$ cat src/rtl/uart_pkg.sv
// Shared constants and reset-divisor helpers for the UART baud path.
// Latency: n/a (compile-time constants and functions only).
// Backpressure: n/a.
package uart_pkg;

    localparam int CLK_HZ_DEF     = 62_000_000;
    localparam int BAUD_DEF       = 115200;
    localparam int OVERSAMPLE_DEF = 16;
    localparam int DIV_W_DEF      = 16;
    localparam int FRAC_W_DEF     = 4;

    // Smallest usable integer divisor; anything lower is clamped to this.
    localparam int MIN_DIV = 2;

    // Clocks per rx tick in fixed point (FRAC_W fractional bits), rounded to
    // nearest. Deriving int/frac from one rounded total lets a fraction that
    // rounds up to 1.0 carry cleanly into the integer part.
    function automatic longint def_total(input longint clk_hz, input longint baud,
                                         input longint os, input int frac_w);
        longint d;
        d = baud * os;
        return ((clk_hz << (frac_w + 1)) + d) / (2 * d);
    endfunction

    function automatic longint def_int(input longint clk_hz, input longint baud,
                                       input longint os, input int frac_w);
        return def_total(clk_hz, baud, os, frac_w) >> frac_w;
    endfunction

    function automatic longint def_frac(input longint clk_hz, input longint baud,
                                        input longint os, input int frac_w);
        return def_total(clk_hz, baud, os, frac_w) & ((longint'(1) << frac_w) - 1);
    endfunction

endpackage

$ cat src/rtl/frac_divider.sv
// Fractional clock divider: one registered tick per (div_int + carry) clocks, plus shadowed divisor reload.
// Latency: o_tick is high the cycle after the period-end edge; o_period_end is the combinational last-cycle flag.
// Backpressure: none; i_en=0 clears the count/accumulator and applies any pending divisor at once.
// Ports: i_clk/i_rst (sync, active-high), i_en, i_cfg_wr/i_cfg_div_int/i_cfg_div_frac config strobe,
//        o_cfg_pending (shadow waiting), o_period_end (current cycle ends a period), o_tick (registered).
module frac_divider
    import uart_pkg::*;
#(
    parameter int                DIV_W    = DIV_W_DEF,
    parameter int                FRAC_W   = FRAC_W_DEF,
    parameter logic [DIV_W-1:0]  DEF_INT  = DIV_W'(MIN_DIV),
    parameter logic [FRAC_W-1:0] DEF_FRAC = '0
) (
    input  logic              i_clk,
    input  logic              i_rst,
    input  logic              i_en,
    input  logic              i_cfg_wr,
    input  logic [DIV_W-1:0]  i_cfg_div_int,
    input  logic [FRAC_W-1:0] i_cfg_div_frac,
    output logic              o_cfg_pending,
    output logic              o_period_end,
    output logic              o_tick
);

    logic [DIV_W-1:0]  r_cnt;
    logic [FRAC_W-1:0] r_acc;
    logic [DIV_W-1:0]  r_div_int;
    logic [FRAC_W-1:0] r_div_frac;
    logic [DIV_W-1:0]  r_sh_int;
    logic [FRAC_W-1:0] r_sh_frac;
    logic              r_pending;
    logic              r_tick;

    logic [FRAC_W:0]   w_sum;
    logic [DIV_W:0]    w_len_m1;
    logic              w_last;
    logic              w_apply;
    logic [DIV_W-1:0]  w_wr_int;

    // Carry out of the fractional accumulator stretches this period by one clock.
    assign w_sum    = {1'b0, r_acc} + {1'b0, r_div_frac};
    assign w_len_m1 = {1'b0, r_div_int} - (DIV_W+1)'(1) + (DIV_W+1)'(w_sum[FRAC_W]);
    assign w_last   = ({1'b0, r_cnt} == w_len_m1);

    // Divisor changes only land between periods; while disabled every cycle counts as "between".
    assign w_apply  = !i_en || w_last;
    assign w_wr_int = (i_cfg_div_int < DIV_W'(MIN_DIV)) ? DIV_W'(MIN_DIV) : i_cfg_div_int;

    always_ff @(posedge i_clk) begin
        if (i_rst) begin
            r_cnt      <= '0;
            r_acc      <= '0;
            r_div_int  <= DEF_INT;
            r_div_frac <= DEF_FRAC;
            r_sh_int   <= DEF_INT;
            r_sh_frac  <= DEF_FRAC;
            r_pending  <= 1'b0;
            r_tick     <= 1'b0;
        end else begin
            r_tick <= i_en && w_last;

            if (!i_en) begin
                r_cnt <= '0;
                r_acc <= '0;
            end else if (w_last) begin
                r_cnt <= '0;
                r_acc <= w_sum[FRAC_W-1:0];
            end else begin
                r_cnt <= r_cnt + DIV_W'(1);
            end

            if (w_apply) begin
                // A write arriving on the boundary itself wins over an older shadow.
                if (i_cfg_wr) begin
                    r_div_int  <= w_wr_int;
                    r_div_frac <= i_cfg_div_frac;
                end else if (r_pending) begin
                    r_div_int  <= r_sh_int;
                    r_div_frac <= r_sh_frac;
                end
                r_pending <= 1'b0;
            end else if (i_cfg_wr) begin
                r_sh_int  <= w_wr_int;
                r_sh_frac <= i_cfg_div_frac;
                r_pending <= 1'b1;
            end
        end
    end

    assign o_cfg_pending = r_pending;
    assign o_period_end  = i_en && w_last;
    assign o_tick        = r_tick;

endmodule

$ cat src/rtl/baud_tick_gen.sv
// Baud tick generator: rx_tick at OVERSAMPLE x baud, tx_tick on every OVERSAMPLE-th rx_tick.
// Latency: all outputs registered; a tick is high the cycle after its period-end edge.
// Backpressure: none; i_en=0 holds counters cleared and ticks low, config path stays live.
// Ports: i_clk/i_rst (sync, active-high), i_en, i_cfg_wr/i_cfg_div_int/i_cfg_div_frac,
//        o_cfg_pending, o_cfg_err (clamped-divisor pulse), o_rx_tick, o_tx_tick.
module baud_tick_gen
    import uart_pkg::*;
#(
    parameter int CLK_HZ     = CLK_HZ_DEF,
    parameter int BAUD       = BAUD_DEF,
    parameter int OVERSAMPLE = OVERSAMPLE_DEF,
    parameter int DIV_W      = DIV_W_DEF,
    parameter int FRAC_W     = FRAC_W_DEF
) (
    input  logic              i_clk,
    input  logic              i_rst,
    input  logic              i_en,
    input  logic              i_cfg_wr,
    input  logic [DIV_W-1:0]  i_cfg_div_int,
    input  logic [FRAC_W-1:0] i_cfg_div_frac,
    output logic              o_cfg_pending,
    output logic              o_cfg_err,
    output logic              o_rx_tick,
    output logic              o_tx_tick
);

    localparam logic [DIV_W-1:0]  DEF_INT  = DIV_W'(def_int(CLK_HZ, BAUD, OVERSAMPLE, FRAC_W));
    localparam logic [FRAC_W-1:0] DEF_FRAC = FRAC_W'(def_frac(CLK_HZ, BAUD, OVERSAMPLE, FRAC_W));
    localparam int                SUB_W    = $clog2(OVERSAMPLE);

    logic             w_period_end;
    logic             w_rx_tick;
    logic             w_pending;
    logic [SUB_W-1:0] r_sub;
    logic             r_tx_tick;
    logic             r_cfg_err;

    frac_divider #(
        .DIV_W    (DIV_W),
        .FRAC_W   (FRAC_W),
        .DEF_INT  (DEF_INT),
        .DEF_FRAC (DEF_FRAC)
    ) u_frac_divider (
        .i_clk          (i_clk),
        .i_rst          (i_rst),
        .i_en           (i_en),
        .i_cfg_wr       (i_cfg_wr),
        .i_cfg_div_int  (i_cfg_div_int),
        .i_cfg_div_frac (i_cfg_div_frac),
        .o_cfg_pending  (w_pending),
        .o_period_end   (w_period_end),
        .o_tick         (w_rx_tick)
    );

    // The sub counter is never touched by divisor reloads, so TX bit phase survives a rate change.
    always_ff @(posedge i_clk) begin
        if (i_rst) begin
            r_sub     <= '0;
            r_tx_tick <= 1'b0;
            r_cfg_err <= 1'b0;
        end else begin
            r_cfg_err <= i_cfg_wr && (i_cfg_div_int < DIV_W'(MIN_DIV));
            r_tx_tick <= w_period_end && (r_sub == '1);
            if (!i_en) begin
                r_sub <= '0;
            end else if (w_period_end) begin
                r_sub <= r_sub + SUB_W'(1);
            end
        end
    end

    assign o_cfg_pending = w_pending;
    assign o_cfg_err     = r_cfg_err;
    assign o_rx_tick     = w_rx_tick;
    assign o_tx_tick     = r_tx_tick;

endmodule

$ cat config.mk
export PLATFORM = sky130hd
export DESIGN_NAME = baud_tick_gen
export DESIGN_NICKNAME = d
export VERILOG_FILES = /design/src/rtl/uart_pkg.sv /design/src/rtl/frac_divider.sv /design/src/rtl/baud_tick_gen.sv
export SDC_FILE = /design/constraint.sdc
export NUM_CORES = 1
export LEC_CHECK = 0
export CAP_MARGIN = 10
export CORE_AREA = 2 2 85 87
export DETAILED_ROUTE_END_ITERATION = 12
export DIE_AREA = 0 0 87 89
export PLACE_DENSITY = 0.74
export SETUP_SLACK_MARGIN = 0.2
export SLEW_MARGIN = 20
export SYNTH_ARGS = -nofsm -noshare
export SYNTH_HDL_FRONTEND = slang
export SYNTH_SLANG_ARGS = --single-unit
export TNS_END_PERCENT = 30
$ cat constraint.sdc
create_clock -name i_clk -period 3.5 [get_ports i_clk]
set_input_delay 0.875 -clock i_clk [delete_from_list [all_inputs] [get_ports i_clk]]
set_output_delay 0.875 -clock i_clk [all_outputs]
set_load 0.1 [all_outputs]
==> Word level (Yosys, flattened, before mapping) <==
Cells that the tools add are included.
{ "totals": {"in_bits": 24, "reg_bits": 68, "word_cells": 37} }
{ "op_classes": {"n_addsub": 5, "bitwise": 2, "muxes": 5, "reduce_logical": 11, "order_cmp": 1, "eq_ne": 2} }
{ "op_table": {"columns": ["op", "n"], "rows": [
  ["16-bit 2-to-1 mux", 3],
  ["17-bit by 1-bit adder with 17-bit output", 1],
  ["16-bit by 17-bit equality test with 1-bit output", 1],
  ["16-bit by 1-bit subtractor with 17-bit output (second input constant)", 1],
  ["16-bit by 1-bit adder with 16-bit output (second input constant)", 1],
  ["16-bit by 2-bit < comparator with 1-bit output (second input constant)", 1],
  ["4-bit 2-to-1 mux", 2],
  ["4-bit by 4-bit adder with 5-bit output", 1],
  ["4-bit by 1-bit adder with 4-bit output (second input constant)", 1],
  ["4-bit equality test (second input constant)", 1],
  ["2-bit AND reduction", 2],
  ["2-bit OR reduction", 2],
  ["1-bit logical AND", 3],
  ["3-bit OR reduction", 1],
  ["1-bit inverter", 2],
  ["2-bit nonzero test", 1],
  ["1-bit zero test", 1],
  ["1-bit logical OR", 1]
]} }

==> Logic depth before layout (Yosys ltp) <==
Gate-level depths: netlist of run 1.
{ "depth": {"word_depth": 6, "depth_mapped": 16} }

==> By module <==
A second synthesis of run 1 with hierarchy kept.
{ "hier_totals": {"hier_cells": 414, "hier_area_um2": 3639.7} }
{ "modules_own_cells": {"columns": ["module", "seq_area_each_um2", "area_per_inst_um2", "instances", "cells_per_inst"], "rows": [
  ["frac_divider", 1241.2, 3373.2, 1, 388],
  ["baud_tick_gen", 120.1, 266.5, 1, 26]
]} }

==> Worst setup path after synthesis of run 1 <==
OpenSTA, ideal clock, no wires.
{ "synth_path": {"path_type": "register to register", "start": "register u_frac_divider.r_div_frac[0]", "end": "register u_frac_divider.r_div_int[13]", "arrival_time_ns": 3.147, "path_stages_with_launch": 17, "path_slack_ns": 0.219, "synth_period_minus_slack_ns": 3.281, "n_path_buf": 1, "path_cell_list": "dfxtp_1 > ha_1 > inv_1 > fa_1 > inv_1 > a21o_1 > a21oi_1 > ha_1 > ha_1 > nor3b_1 > nand2_1 > xnor2_1 > nor4_1 > o2111ai_2 > clkbuf_1 > a211oi_1 > a211oi_1"} }
{ "synth_via": {"elab_chain_cells": 5} }
{ "synth_lines": {"columns": ["item", "line_no", "text"], "rows": [
  ["start: declaration", "frac_divider.sv:28", "logic [FRAC_W-1:0] r_div_frac;"],
  ["start signal: assignment", "frac_divider.sv:76", "r_div_frac <= i_cfg_div_frac;"],
  ["start signal: assignment", "frac_divider.sv:79", "r_div_frac <= r_sh_frac;"],
  ["4-bit by 4-bit adder with 5-bit output", "frac_divider.sv:41", "assign w_sum = {1'b0, r_acc} + {1'b0, r_div_frac};"],
  ["17-bit by 1-bit adder with 17-bit output", "frac_divider.sv:42", "assign w_len_m1 = {1'b0, r_div_int} - (DIV_W+1)'(1) + (DIV_W+1)'(w_sum[FRAC_W]);"],
  ["16-bit by 17-bit equality test with 1-bit output", "frac_divider.sv:43", "assign w_last = ({1'b0, r_cnt} == w_len_m1);"],
  ["1-bit logical OR", "frac_divider.sv:46", "assign w_apply = !i_en || w_last;"],
  ["2-bit AND reduction (no source line)", null, null],
  ["end signal: assignment", "frac_divider.sv:75", "r_div_int <= w_wr_int;"],
  ["end signal: assignment", "frac_divider.sv:78", "r_div_int <= r_sh_int;"],
  ["end: declaration", "frac_divider.sv:27", "logic [DIV_W-1:0] r_div_int;"]
]} }
Every way passes these cells.
A chain may end at the register's enable or synchronous reset.

==> Final worst setup path of run 1 <==
{ "layout_path": {"start": "register u_frac_divider.r_acc[0]", "end": "register u_frac_divider.r_sh_int[13]"} }
{ "layout_via": {"elab_chain_cells": 6} }
{ "layout_lines": {"columns": ["item", "line_no", "text"], "rows": [
  ["start: declaration", "frac_divider.sv:26", "logic [FRAC_W-1:0] r_acc;"],
  ["start signal: assignment", "frac_divider.sv:67", "r_acc <= w_sum[FRAC_W-1:0];"],
  ["4-bit by 4-bit adder with 5-bit output", "frac_divider.sv:41", null],
  ["17-bit by 1-bit adder with 17-bit output", "frac_divider.sv:42", null],
  ["16-bit by 17-bit equality test with 1-bit output", "frac_divider.sv:43", null],
  ["1-bit logical OR", "frac_divider.sv:46", null],
  ["1-bit inverter (no source line)", null, null],
  ["2-bit AND reduction (no source line)", null, null],
  ["end signal: assignment", "frac_divider.sv:83", "r_sh_int <= w_wr_int;"],
  ["end: declaration", "frac_divider.sv:29", "logic [DIV_W-1:0] r_sh_int;"]
]} }
Every way passes these cells.

==> results.py, run 1 <==
metrics = {
    "detailed_routing": {
        "drtIter0Drc": 158,
        "wirelength_mm": 10.1,
        "via_count": 3414,
        "drcViolationCount": 0,
        "drtAntennaViolNets": 0,
        "wl_per_cell_um": 18.2,
        "firstDrtPassIters": 5,
        "via_per_inst": 6.17,
    },
    "cells_and_area": {
        "final_common_cell": "dfxtp_1",
        "regArea_um2": 1370,
        "num-nets-final": 501,
        "mostFrequentLayoutCells": "65 x dfxtp_1, 40 x nor2_1, 27 x inv_1, 25 x buf_4, 24 x xnor2_1",
        "n_fill_cell": 471,
        "antenna_cells": 0,
        "post_layout_nonfiller_instances": 553,
        "area_growth_pct": 31.9,
        "drive_gt1_frac": 0.264,
        "multi_input_area_um2": 2330,
        "final_util": 0.717,
    },
    "timing": {
        "worst_pin_slew_ps": 641,
        "setup_viol": 0,
        "holdWs_ps": 468,
        "rsz0062_at_grt": "true",
        "fin_crit_ps": 3430,
        "setup_tns_ps": 0,
        "slew_viol_final": 0,
        "finClkSkew_ps": 11.6,
        "period_share": 0.979,
        "max_freq_mhz": 292,
        "hold_violations": 0,
        "slew_headroom": 0.571,
    },
    "setup_path": {
        "critPathLaunchType": "flip-flop",
        "path_max_fanout": 7,
        "worstPathRequired_ps": 3780,
        "crit_type": "flip-flop to flip-flop",
        "worstSetupEndpointType": "flip-flop",
        "arrival_ps": 3700,
    },
    "yosys": {
        "synth-xor-area-share": 0.0911,
        "syn_inst": 422,
        "synth_cell_types": 45,
        "avgSynthCellArea_um2": 8.65,
        "synth_nets": 455,
        "yosys_register_bits": 68,
        "syn-cell-area_um2": 3650,
        "yosysSeqAreaShare": 0.373,
        "synth_top_family_by_area": "simple AND/OR/NAND/NOR gates",
        "yosys.area_share.simple": 0.183,
        "yosysWarnings": 0,
        "synth_compound_area_frac": 0.181,
        "synthMuxAreaShare": 0.0682,
        "synthAdderAreaFrac": 0.0329,
    },
    "cts": {
        "cts_hold_buf": 0,
        "cts_tree": "yes",
        "cts.sinks": 68,
        "htreeDepth": 3,
        "insertion_delay_ps": 350,
        "cts.clk_slew.worst_paths_ps": 80,
        "cts_buffers": 9,
        "root_buffer": "clkbuf_8",
        "ctsLongestPathBuffers": 2,
    },
    "floorplan": {
        "row_count": 30,
        "die-area_um2": 7740,
        "dieHeight_um": 89,
        "initial_core_util": 0.544,
        "fp.coreArea_um2": 6720,
        "ios": 28,
        "die_w_um": 87,
    },
    "global_routing": {
        "track_usage": 0.246,
        "overflow": 0,
        "grt_max_degree": 37,
        "grt_antenna_before_repair": 0,
        "grt_pass1_wl_mm": 14.9,
        "first_global_vias": 3176,
    },
    "min_path": {
        "min_path_type": "flip-flop to flip-flop",
    },
    "placed_design": {
        "gp_congestion": 0.834,
        "dp_hpwl_mm": 6.25,
        "io_buffers": 27,
        "dp.cells": 524,
    },
    "outcome": {
        "status": "completed",
    },
    "pwr": {
        "p_total_mw": 1.89,
        "powerDensity_nw_per_um2": 393,
        "peakVddDrop_mv": 0.375,
        "p_leak_nw": 1.75,
    },
    "job": {
        "max-cap-violations": 0,
    },
}
area by class of cell:
class | count | area share
Sequential cell | 68 | 0.283
Multi-Input combinational cell | 293 | 0.485
Timing Repair Buffer | 64 | 0.140
Tap cell | 80 | 0.0208
Clock buffer | 9 | 0.0257
Clock inverter | 7 | 0.0205
Inverter | 32 | 0.0249
layer usage:
metal / wire length [µm] / GRT usage / share of wire / vias to the layer above
li1: - / - / - / 1607
met1: 4240 / 0.314 / 0.42 / 1666
met2: 4960 / 0.398 / 0.49 / 117
met3: 589 / 0.0425 / 0.059 / 24
met4: 270 / 0.135 / 0.027 / 0
met5: 0 / 0 / 0 / -
state kept, by name, indices dropped and copies added, names as in the netlist:
| signal | flops |
|---|---|
| u_frac_divider.r_div_int | 16 |
| u_frac_divider.r_sh_int | 16 |
| u_frac_divider.o_tick | 1 |
| u_frac_divider.r_cnt | 16 |
| o_tx_tick | 1 |
| r_sub | 4 |
| o_cfg_err | 1 |
| u_frac_divider.r_sh_frac | 4 |
| u_frac_divider.r_acc | 4 |
| u_frac_divider.r_div_frac | 4 |
| u_frac_divider.o_cfg_pending | 1 |
kinds of logic after synthesis:
kind of cell	count (synthesis)
flip-flops	68
multiplexers	23
AND/OR/NAND/NOR	128
AO/OA/AOI/OAI	95
adder cells (fa/ha/maj)	9
buffers and inverters	61
XOR/XNOR	38
stage by stage:
stage | setup WS [ps] | instance area, µm²
floorplan | 219 | 3650
global placement | 13.7 | 4090
detailed placement | -48.5 | 4090
CTS | 110 | 4510
global route | -62.3 | 4820
finish | 74.5 | 4820
cells in the mapped netlist:
| library cell | count | area [µm²] |
|---|---|---|
| o22ai_2 | 1 | 12.5 |
| nor2b_1 | 3 | 18.8 |
| or4b_1 | 1 | 10.0 |
| buf_2 | 4 | 20.0 |
| xor2_1 | 14 | 123 |
| o211a_1 | 1 | 10.0 |
| nand4_1 | 21 | 131 |
| clkinv_1 | 3 | 11.3 |
| o211ai_1 | 2 | 15.0 |
| nor4bb_1 | 1 | 10.0 |
| and3_1 | 4 | 25.0 |
| nor4b_2 | 1 | 15.0 |
| dfxtp_1 | 68 | 1360 |
| buf_6 | 3 | 33.8 |
| ha_1 | 8 | 100 |
| fa_1 | 1 | 20.0 |
| or3_1 | 4 | 25.0 |
| mux2_2 | 15 | 169 |
| mux2i_1 | 8 | 80.1 |
| a21o_1 | 2 | 15.0 |
| nand2_1 | 18 | 67.6 |
| nor4b_1 | 1 | 8.76 |
| nor4_4 | 1 | 21.3 |
| buf_1 | 2 | 7.51 |
| a211oi_1 | 35 | 263 |
| nor3_1 | 10 | 50.1 |
| clkbuf_1 | 19 | 71.3 |
| o2111a_2 | 1 | 12.5 |
| nor2_1 | 40 | 150 |
| xnor2_1 | 24 | 210 |
| o31ai_1 | 16 | 120 |
| a21oi_1 | 25 | 125 |
| o41a_1 | 1 | 11.3 |
| nor3b_1 | 2 | 15.0 |
| nor4_1 | 4 | 25.0 |
| o21ai_0 | 4 | 20.0 |
| nor4_2 | 1 | 12.5 |
| a31oi_1 | 4 | 25.0 |
| nand3_1 | 15 | 75.1 |
| o221ai_1 | 1 | 8.76 |
| inv_1 | 29 | 109 |
| and2_1 | 1 | 6.26 |
| o2111ai_2 | 1 | 15.0 |
| a211o_1 | 1 | 8.76 |
| buf_4 | 1 | 7.51 |
report_power, final:
part           leakage (nW)  switching (mW)  internal, mW
sequential            0.555          0.0380         0.804
clock                 0.110           0.324         0.404
combinational          1.09           0.171         0.152
worst paths after layout:
path,start,endpoint,slack (ps),cells past startpoint
worst max register to register,u_frac_divider.r_acc[0],u_frac_divider.r_sh_int[13],70,19
worst min-delay path,u_frac_divider.r_acc[2],u_frac_divider.r_acc[2],470,2
worst max-delay path,u_frac_divider.r_acc[0],u_frac_divider.r_sh_int[13],70,19
worst min register to register,u_frac_divider.r_acc[2],u_frac_divider.r_acc[2],470,2
worst max-delay path, cell delays in order, from the launching register on:
cell	delay, ps
dfxtp_2	340
ha_4	160
inv_2	50
fa_2	200
inv_2	40
a21o_1	170
a21oi_2	170
ha_4	190
nor4b_4	250
nand4_1	170
buf_4	200
mux2i_2	180
a31oi_2	130
buf_4	160
o2111ai_4	240
buf_6	180
buf_16	140
buf_6	110
nand4_1	110
a21oi_2	170
timing repair:
item	CTS	global route
buffers inserted	7	3
gates cloned	3	0
pin swaps	10	35
hold endpoints to repair	0	0
resized for setup	22	56
setup endpoints to repair	66	67
Power figures use the tool's default switching activity.
==> run 2: changes to the inputs <==
--- a/config.mk
+++ b/config.mk
@@ -6,9 +6,9 @@
 export NUM_CORES = 1
 export LEC_CHECK = 0
 export CAP_MARGIN = 10
-export CORE_AREA = 2 2 85 87
+export CORE_AREA = 2 2 72 102
 export DETAILED_ROUTE_END_ITERATION = 12
-export DIE_AREA = 0 0 87 89
+export DIE_AREA = 0 0 74 104
 export PLACE_DENSITY = 0.74
 export SETUP_SLACK_MARGIN = 0.2
 export SLEW_MARGIN = 20
==> run 2 against run 1 <==
  * Count of clock-buffer cells in the layout is 2 higher
  * Flip-flop and latch count did not move
  * Clock skew increased by 7.1 ps
  * Global-route usage is 0.068 points lower
  * Highest routed layer unchanged
  * Clock power shrank 7.0%
  * Routed wire length up 2.3%
  * Via count is 0.94% lower
  * Largest power group unchanged
  * Fmax decreased by 1.7%
  * Design area fell by 1.3%
==> results.py, run 2 (synthesis gave the netlist of run 1 again) <==
metrics = {
    "global_routing": {
        "track_usage": 0.245,
        "grt_pass1_wl_mm": 14.9,
        "first_global_vias": 3111,
        "overflow": 0,
        "grt_antenna_before_repair": 0,
        "grt_max_degree": 46,
    },
    "placed_design": {
        "gp_congestion": 0.878,
        "io_buffers": 27,
        "pre_cts_ws_ps": -109,
        "dpl_cell_area_um2": 4030,
        "dp_hpwl_mm": 5.75,
    },
    "setup_path": {
        "worst-r2r-cell-count": 18,
        "timing.rr.start": "u_frac_divider.r_acc[0]",
        "worstPathRequired_ps": 3790,
        "cp_slowest_stage_delay_ps": 340,
        "arrival_ps": 3770,
        "path_cells": "ha_4 > inv_2 > fa_2 > inv_2 > a21o_1 > a21oi_2 > ha_2 > nor4b_4 > buf_4 > nand4_1 > buf_4 > mux2i_2 > a31oi_2 > o2111a_2 > buf_12 > buf_6 > nor3_4 > mux2i_1",
        "critPathSlowestCell": "dfxtp_2",
        "worstSetupEndpointType": "flip-flop",
        "rr_endpoint": "u_frac_divider.r_sh_frac[3]",
        "rrSetupSlack_ps": 10,
        "crit_type": "flip-flop to flip-flop",
        "path_max_fanout": 7,
        "critPathLaunchType": "flip-flop",
    },
    "floorplan": {
        "ios": 28,
        "die_w_um": 74,
        "row_count": 36,
        "fp.coreArea_um2": 6800,
        "initial_core_util": 0.537,
        "die-area_um2": 7700,
        "dieHeight_um": 104,
    },
    "cells_and_area": {
        "mostFrequentLayoutCells": "66 x dfxtp_1, 40 x nor2_1, 27 x inv_1, 24 x xnor2_1, 23 x clkdlybuf4s50_1",
        "area_growth_pct": 30.2,
        "final_area_um2": 4750,
        "reg_top3": "u_frac_divider.r_cnt (16), u_frac_divider.r_div_int (16), u_frac_divider.r_sh_int (16)",
        "final_common_cell": "dfxtp_1",
        "num-nets-final": 496,
        "antenna_cells": 0,
        "drive_gt1_frac": 0.256,
    },
    "detailed_routing": {
        "via_per_inst": 6.01,
        "firstDrtPassIters": 4,
        "drcViolationCount": 0,
        "via_count": 3382,
        "wirelength_mm": 10.3,
        "drtIter0Drc": 163,
        "wl_per_cell_um": 18.3,
        "drtAntennaViolNets": 0,
    },
    "pwr": {
        "powerDensity_nw_per_um2": 384,
        "switching_share": 0.287,
        "peakVddDrop_mv": 0.284,
        "p_total_mw": 1.83,
        "p_comb_frac": 0.169,
        "p_leak_nw": 1.68,
        "p_clk_frac": 0.370,
        "pwr-share-seq": 0.461,
        "switching_power_mw": 0.524,
        "power.internal_mw": 1.30,
    },
    "cts": {
        "root_buffer": "clkbuf_8",
        "htreeDepth": 3,
        "cts_buffers": 9,
        "cts_tree": "yes",
        "insertion_delay_ps": 370,
        "cts.sinks": 68,
        "ctsLongestPathBuffers": 2,
        "cts.clk_slew.worst_paths_ps": 70,
    },
    "timing": {
        "setup_viol": 0,
        "setup_ws_ps": 14.5,
        "max_freq_mhz": 287,
        "fin_crit_ps": 3490,
        "finClkSkew_ps": 18.7,
        "rsz0062_at_grt": "true",
        "hold_violations": 0,
        "period_share": 0.996,
        "worst_pin_slew_ps": 542,
        "slew_headroom": 0.638,
        "holdWs_ps": 464,
        "slew_viol_final": 0,
    },
    "min_path": {
        "min_path_type": "flip-flop to flip-flop",
        "whs_path_depth": 2,
        "hold_start": "r_sub[3]",
        "whs_endpoint": "o_tx_tick",
    },
    "job": {
        "max-cap-violations": 0,
    },
    "outcome": {
        "status": "completed",
    },
}
## run 2: cell count changes in the layout (fill, tap and decap cells not counted), moves of 7 or more
cell / before / now
o31ai_1: 15 / 0
o31ai_2: 1 / 12
a211oi_1: 13 / 22
a211oi_2: 20 / 13
## run 2: worst max-delay path by stage
stage,from,slack (ps),endpoint
final,u_frac_divider.r_acc[0],10,u_frac_divider.r_sh_frac[3]
after global routing,u_frac_divider.r_acc[0],-210,u_frac_divider.r_sh_int[12]
after CTS,u_frac_divider.r_div_frac[0],110,u_frac_divider.r_acc[1]
after detailed placement,u_frac_divider.r_div_frac[0],-110,u_frac_divider.r_div_int[3]
after global placement,u_frac_divider.r_div_frac[0],-120,u_frac_divider.r_div_int[3]
after floorplan,u_frac_divider.r_div_frac[0],220,u_frac_divider.r_div_int[13]
## run 2: worst max-delay path, delay by kind of cell, from the launching register on
family / cells / cell delay, ps
multiplexers: 2 / 410
AO/OA/AOI/OAI: 4 / 760
buffers and inverters: 6 / 700
flip-flops: 1 / 340
AND/OR/NAND/NOR: 3 / 630
adder cells (fa/ha/maj): 3 / 560
## run 2: layer usage
layer  global-route usage  up-vias  routed length, µm
met1                0.310     1623               4130
met3               0.0349       42                384
met2                0.398      106               5380
met4                0.123        0                394
li1                     -     1611                  -
met5                    0        -                  0
## run 2: what timing repair did
item / in CTS / in global routing
endpoints found under the setup margin: 65 / 67
pin swaps: 7 / 20
hold buffers: 0 / 0
setup buffers: 5 / 3
endpoints found under the hold margin: 0 / 0
gates resized for setup: 21 / 53
cloned: 3 / 4
## run 2: cell type report
cell class | count | area [µm²]
Multi-Input combinational cell | 296 | 2370
Timing Repair Buffer | 56 | 584
Fill cell | 482 | 2050
Tap cell | 95 | 119
Clock buffer | 11 | 151
Sequential cell | 68 | 1360
Inverter | 32 | 120
Clock inverter | 5 | 50.0
## run 2: metrics by stage
step / setup TNS, ps / utilization / instances
global placement: -240 / 0.593 / 532
detailed placement: -1060 / 0.593 / 532
CTS: 0 / 0.644 / 556
floorplan: 0 / - / 422
finish: 0 / 0.699 / 563
global route: -5870 / 0.699 / 563
## run 2: power groups by stage
stage | logic, mW | registers, mW | clock network (mW)
floorplan | 0.167 | 0.846 | 0
global route | 0.330 | 0.843 | 0.714
CTS | 0.262 | 0.834 | 0.677
detailed placement | 0.239 | 0.851 | 0
global placement | 0.236 | 0.850 | 0
finish | 0.309 | 0.842 | 0.677
